<file path="src/rtl/addrns_pipe.sv">
// addrns_pipe: elastic segmented-carry signed add/sub with saturation, overflow and mod-3 residue check
module addrns_pipe #(
  parameter int W = 8,
  parameter int STAGES = 2,
  parameter int CNTW = 8
) (
  input  logic            clk,
  input  logic            rst,
  input  logic            in_valid,
  output logic            in_ready,
  input  logic [W-1:0]    a,
  input  logic [W-1:0]    b,
  input  logic            sub,
  input  logic            fi_en,
  output logic            out_valid,
  input  logic            out_ready,
  output logic [W:0]      sum,
  output logic [W-1:0]    sat,
  output logic            ovf,
  output logic            res_err,
  output logic [CNTW-1:0] err_cnt
);
  localparam int SEG = (W + STAGES - 1) / STAGES;
  localparam int L = STAGES - 1;
  function automatic logic [1:0] m3(input logic signed [W:0] x);
    logic signed [W+1:0] t;
    t = (W + 2)'(x) % (W + 2)'(3);
    return t[W+1] ? 2'(t + (W + 2)'(3)) : t[1:0];
  endfunction
  logic [W:0] ax0, bx0, sx;
  logic [1:0] ra, rb, r0;
  logic [2:0] rs;
  assign ax0 = {a[W-1], a};
  assign sx = {b[W-1], b};
  assign bx0 = sx ^ {(W + 1){sub}};
  assign ra = m3(ax0);
  assign rb = m3(sx);
  assign rs = sub ? {1'b0, ra} + 3'd3 - {1'b0, rb} : {1'b0, ra} + {1'b0, rb};
  assign r0 = rs >= 3'd3 ? 2'(rs - 3'd3) : rs[1:0];
  genvar k;
  generate
    for (k = 0; k < STAGES; k++) begin : stg
      localparam int LO = k * SEG < W ? k * SEG : W;
      localparam int HI = k == L ? W + 1 : ((k + 1) * SEG < W ? (k + 1) * SEG : W);
      localparam logic [W:0] M = ((W + 1)'(1) << HI) - ((W + 1)'(1) << LO);
      logic [W:0] ax_i, bx_i, s_i, t, ax_q, bx_q, s_q;
      logic [1:0] r_i, r_q;
      logic f_i, v_i, f_q, v_q, adv, ld;
      if (k == 0) begin : src
        assign ax_i = ax0;
        assign bx_i = bx0;
        assign s_i = (W + 1)'(sub);
        assign r_i = r0;
        assign f_i = fi_en;
        assign v_i = in_valid && in_ready;
      end else begin : src
        assign ax_i = stg[k-1].ax_q;
        assign bx_i = stg[k-1].bx_q;
        assign s_i = stg[k-1].s_q;
        assign r_i = stg[k-1].r_q;
        assign f_i = stg[k-1].f_q;
        assign v_i = stg[k-1].v_q;
      end
      if (k == L) begin : nx
        assign adv = v_q && out_ready;
      end else begin : nx
        assign adv = v_q && stg[k+1].ld;
      end
      assign ld = !v_q || adv;
      assign t = (s_i + (ax_i & M) + (bx_i & M)) ^ (W + 1)'(k == L && f_i);
      always_ff @(posedge clk)
        if (rst) v_q <= 1'b0;
        else if (ld) v_q <= v_i;
      always_ff @(posedge clk)
        if (ld && v_i) begin
          ax_q <= ax_i;
          bx_q <= bx_i;
          s_q <= t;
          r_q <= r_i;
          f_q <= f_i;
        end
    end
  endgenerate
  assign in_ready = !rst && stg[0].ld;
  assign out_valid = stg[L].v_q;
  assign sum = stg[L].s_q;
  assign ovf = sum[W] ^ sum[W-1];
  assign sat = ovf ? {sum[W], {(W - 1){!sum[W]}}} : sum[W-1:0];
  assign res_err = out_valid && (m3(sum) != stg[L].r_q);
  always_ff @(posedge clk)
    if (rst) err_cnt <= '0;
    else if (out_valid && out_ready && res_err && err_cnt != '1) err_cnt <= err_cnt + 1'b1;
endmodule

</file>
<file path="config.mk">
export PLATFORM = sky130hd
export DESIGN_NAME = addrns_pipe
export DESIGN_NICKNAME = d
export VERILOG_FILES = /design/src/rtl/addrns_pipe.sv
export SDC_FILE = /design/constraint.sdc
export NUM_CORES = 1
export LEC_CHECK = 0
export BUFFER_PORTS_ARGS = -buffer_cell sky130_fd_sc_hd__buf_2
export CAP_MARGIN = 20
export CORE_ASPECT_RATIO = 0.7
export CORE_MARGIN = 2
export CORE_UTILIZATION = 55
export DETAILED_ROUTE_END_ITERATION = 10
export GPL_TIMING_DRIVEN = 0
export PLACE_DENSITY = 0.87
export SLEW_MARGIN = 5
export SYNTH_ARGS = -nofsm -noshare
export SYNTH_HDL_FRONTEND = slang
export SYNTH_SLANG_ARGS = --single-unit
export TNS_END_PERCENT = 30
</file>
<file path="constraint.sdc">
create_clock -name clk -period 6.7 [get_ports clk]
set_input_delay 1.005 -clock clk [delete_from_list [all_inputs] [get_ports clk]]
set_output_delay 1.005 -clock clk [all_outputs]
set_load 0.05 [all_outputs]
</file>
# Word-level counts from Yosys, hierarchy flattened
# Cells that the tools add are included.
# classes
reduce_logical,14
muxes,6
n_shift,0
add_sub_neg,12
eq_ne,2
bitwise,3
multipliers,0
n_lt_le_gt_ge,1
div_mod_pow,3
# op_table
op,count
$mod A10 B3 Y10 const B,3
$add A9 B9 Y9,2
$xor A9 B1 Y9,1
$xor A9 B9 Y9,1
$add A8 B1 Y8 const B,1
$logic_and A1 B1 Y1,8
$mux W2,4
$mux W8,1
$ne A8 B8 Y1 const B,1
$add A2 B1 Y2 const B,3
$add A5 B4 Y6,1
$add A1 B4 Y5,1
$logic_not A1 Y1,4
$add A2 B2 Y3,1
$add A2 B2 Y3 const B,1
$ge A3 B2 Y1 const B,1
$mux W3,1
$sub A3 B2 Y3,1
$logic_or A1 B1 Y1,2
$ne A2 B2 Y1,1
$sub A2 B2 Y2 const B,1
$xor A1 B1 Y1,1
# word_totals
output_inout_bits,29
mem_bits_rw,0
latchBits,0
regBits,50
romBits,0
mem_count,0

# Longest topological paths before layout
# depth
word_depth,8
ltp_mapped,30
depth_no_buf,27

# Least setup slack after synthesis
# Ideal clock, no wire load.
# synth_timing
path_kind,reg-to-output
from,"reg stg[1].s_q[0], in the netlist sum[0]"
to,out res_err
path_buffers,3
path_slack_ps,-1828
path_stages_with_launch,30
t_required_ps,5695
t_arrival_ps,7523
path_cell_list,edfxtp_1 buf_2 inv_1 ha_1 nor3b_1 o211a_1 nor3_1 or4_1 and4_1 nor2_1 buf_4 ha_1 or4_4 or2_1 buf_6 xnor2_1 ha_1 inv_1 nand3_1 nor4_1 or3_1 mux2i_1 ha_1 inv_1 o211a_2 a211o_1 a22o_1 o2111ai_2 o41ai_2 nor3_1
# synth_via
elab_chain_cells,5
# synth_lines
element,line,source
"start, declared",46,"logic [W:0] ax_i, bx_i, s_i, t, ax_q, bx_q, s_q;"
"start signal, assigned",78,s_q <= t;
$mod A10 B3 Y10 (*),27,t = (W + 2)'(x) % (W + 2)'(3);
$add A2 B1 Y2,28,return t[W+1] ? 2'(t + (W + 2)'(3)) : t[1:0];
$mux W2 (*),28,
$ne A2 B2 Y1 (*),89,assign res_err = out_valid && (m3(sum) != stg[L].r_q);
$logic_and A1 B1 Y1 (*),89,
"end, declared",20,"output logic res_err,"
# Mark *: on every way between the ends. The rest lies on a longest branch, timed or not.

# Final worst setup path
# layout_timing
from,"reg stg[1].s_q[5], in the netlist sum[5]"
to,out res_err
# The elaborated chain is that of the path after synthesis.

==> results.sh <==
export IMPL_ioPinCount=51
export IMPL_crit_type="reg2out"
export IMPL_ys_ff_latch=37
export IMPL_synth_avg_cell_area_um2=8.181
export IMPL_die_area_um2=9506
export IMPL_drt_wl_total_um=15710
export IMPL_power_leakage_nw=2.520
export IMPL_first_iter_violations=507
export IMPL_cts_tree="yes"
export IMPL_internal_power_uw=998.2
export IMPL_rows=28
export IMPL_grt_pass1_wl_um=22750
export IMPL_holdPathEnd="stg[1].r_q[0]"
export IMPL_synth_area_top_cells="edfxtp_1 17%, ha_1 6.8%, dfxtp_1 4.2%"
export IMPL_grt_pass1_vias=4676
export IMPL_setup_viol=8
export IMPL_finClkSkew_ns=0.003634
export IMPL_clockPowerShare=0.146
export IMPL_grt_usage=0.3010
export IMPL_vias_per_cell=6.719
export IMPL_holdCritStartpoint="stg[0].r_q[0]"
export IMPL_tightestPinTransition_ns=1.006
export IMPL_dp_cells=755
export IMPL_dr_pass1_iters=5
export IMPL_synth_edf_count=27
export IMPL_routabilityCongestion=0.9642
export IMPL_synth_common_cells="44 x nor2_1, 35 x o21ai_0, 34 x inv_1, 34 x nand2_1, 31 x a21oi_1"
export IMPL_fin_setup_tns_ns=-1.463
export IMPL_hold_viol_final=0
export IMPL_postLayoutSetupSlackWorst_ns=-0.7668
export IMPL_rr_worst_depth=30
export IMPL_cts_buffers=5
export IMPL_hold_depth=0
export IMPL_start_util=0.5664
export IMPL_critical_path_max_fanout=5
export IMPL_place_ws_ns=-1.590
export IMPL_seqPwrFrac=0.161
export IMPL_power_density_nw_per_um2=285.7
export IMPL_synth_cell_types=91
export IMPL_ys_warn_count=0
export IMPL_die_height_um=82.18
export IMPL_r2r_end="err_cnt[5]"
export IMPL_placed_cell_area_um2=5338
export IMPL_diodes=0
export IMPL_synth_top_area_share=0.1688
export IMPL_violations="negative setup slack"
export IMPL_die_w_um=115.7
export IMPL_holdCritPathClass="reg2reg"
export IMPL_cp_end_kind="output port"
export IMPL_power_total_mw=1.839
export IMPL_min_period_over_period=1.114
export IMPL_syn_inst=587
export IMPL_drtAntennaViolNets=0
export IMPL_switching_share=0.4571
export IMPL_slew_headroom=0.3282
export IMPL_status="finished with violations"
export IMPL_worstPathRequired_ns=5.69
export IMPL_cts_sinks=37
export IMPL_syn_cell_area_um2=4802
export IMPL_drv_cap=0
export IMPL_synthFlopType="edfxtp_1"
export IMPL_cp_start_kind="flip-flop"
export IMPL_rsz0062_at_grt="true"
export IMPL_r2r_start="sum[5]"
export IMPL_r2r_slack_ns=-0.15
export IMPL_ys_seq_area_frac=0.2105
export IMPL_cts_clk_slew_worst_paths_ns=0.06
export IMPL_drive_above_1_share=0.3290
export IMPL_power_switching_uw=840.7
export IMPL_postCtsHoldBufs=0
export IMPL_peakVddDrop_uv=156.0
export IMPL_final_cells=807
export IMPL_clockBufferDepth=2
export IMPL_clock_latency_ns=0.29
export IMPL_core_area_um2=8478
export IMPL_drcViolationCount=0
export IMPL_h_tree_depth=2
export IMPL_wire_per_inst_um=19.46
export IMPL_design_area_um2=6437
export IMPL_yosysMostFrequentCell="nor2_1"
export IMPL_ys_async_sr_fraction=0
export IMPL_cp_arrival_ns=6.46
export IMPL_critPathSlowestCell="edfxtp_1"
export IMPL_vias=5422
export IMPL_maxSlewViolCount=0
export IMPL_area_growth_pct=34.05
export IMPL_netlist_top_cell_by_area="edfxtp_1"
export IMPL_antenna_found_initial=0
export IMPL_fin_util=0.7593
export IMPL_grt_max_degree=17
export IMPL_max_stage_delay_ns=0.51
export IMPL_overflow=0
export IMPL_final_nets=739
export IMPL_hpwl_um=9859
export IMPL_io_buffers=48
export IMPL_root_buffer="clkbuf_16"
export IMPL_layout_min_cycle_time_ns=7.467
export IMPL_power_frac_comb=0.692
export IMPL_max_freq_ghz=0.1339
export IMPL_syn_nets=640
export IMPL_crit_top_cell="buf_6"
export IMPL_whs_ns=0.4257
sequential cells by signal, summed over array words and instances, names as in the netlist:
name / cells
stg.bx_q: 4
stg.v_q: 1
stg.r_q: 4
sum: 9
stg.s_q: 5
out_valid: 1
stg.f_q: 1
err_cnt: 8
stg.ax_q: 4
timing repair:
item | CTS | global route
resized for setup | 69 | 56
setup endpoints to repair | 11 | 11
setup buffers | 27 | 21
pin swaps | 23 | 31
worst max-delay path by stage:
stage / start / end / slack (ns) / cells after the start
floorplan: sum[0] / res_err / -0.75 / 28
finish: sum[5] / res_err / -0.77 / 27
global placement: b[0] / stg[0].r_q[1] / -1.15 / 31
detailed placement: b[0] / stg[0].r_q[1] / -1.59 / 31
global route: sum[0] / res_err / -0.95 / 31
CTS: sum[1] / res_err / -0.55 / 30
routing by layer:
layer / GRT usage / up-vias / wire length [um]
li1: - / 2425 / -
met1: 0.4054 / 2578 / 6463
met3: 0.06277 / 67 / 1429
met2: 0.5064 / 352 / 7346
met5: 0 / - / 0
met4: 0.06071 / 0 / 467
area by class of cell:
class,count,area [um^2]
Clock inverter,2,33.78
Buffer,21,147.6
Fill cell,545,2041
Inverter,37,157.7
Tap cell,120,150.1
Clock buffer,6,128.9
Multi-Input combinational cell,488,4190
Sequential cell,37,1011
Timing Repair Buffer,96,618.1
cells in the final DEF (no fill, tap or decap), types with 8 or more instances in the layout:
master     n
o21ai_0   27
nand3_1   10
buf_2     46
ha_4       9
nand2b_1  13
xnor2_1   12
inv_1     27
o211ai_1  10
nor2b_1   20
dfxtp_1   10
xor2_1    17
nand4_1   10
o21a_1    13
ha_1      14
mux2i_1   10
or3_1      8
nor2_1    41
buf_4     49
edfxtp_1  27
a21oi_1   24
nand2_1   34
nor3_1    12
clkbuf_1  10
power by group through the flow:
stage          Combinational (mW)  Clock (mW)  Sequential, mW
2_1_floorplan               0.754           0           0.314
3_3_place_gp                0.909           0           0.301
3_5_place_dp                0.967           0           0.302
4_1_cts                      1.11       0.267           0.296
5_1_grt                      1.38       0.278           0.299
6_report                     1.27       0.269           0.297
critical path, delay by kind of cell, from the launching register on:
family,cells,cell delay (ns)
compound gates,9,1.81
xor+xnor,1,0.16
simple gates,8,2.23
buf+inv,5,0.62
mux,1,0.21
flops,1,0.51
fa+ha+maj,3,0.61
kinds of logic after synthesis:
kind of cell / count (synthesis) / synth area share
simple gates: 217 / 0.2527
compound gates: 178 / 0.2645
buf+inv: 62 / 0.05341
xor+xnor: 39 / 0.07400
flops: 37 / 0.2105
fa+ha+maj: 31 / 0.08859
mux: 23 / 0.05628
Power figures use the tool's default switching activity.
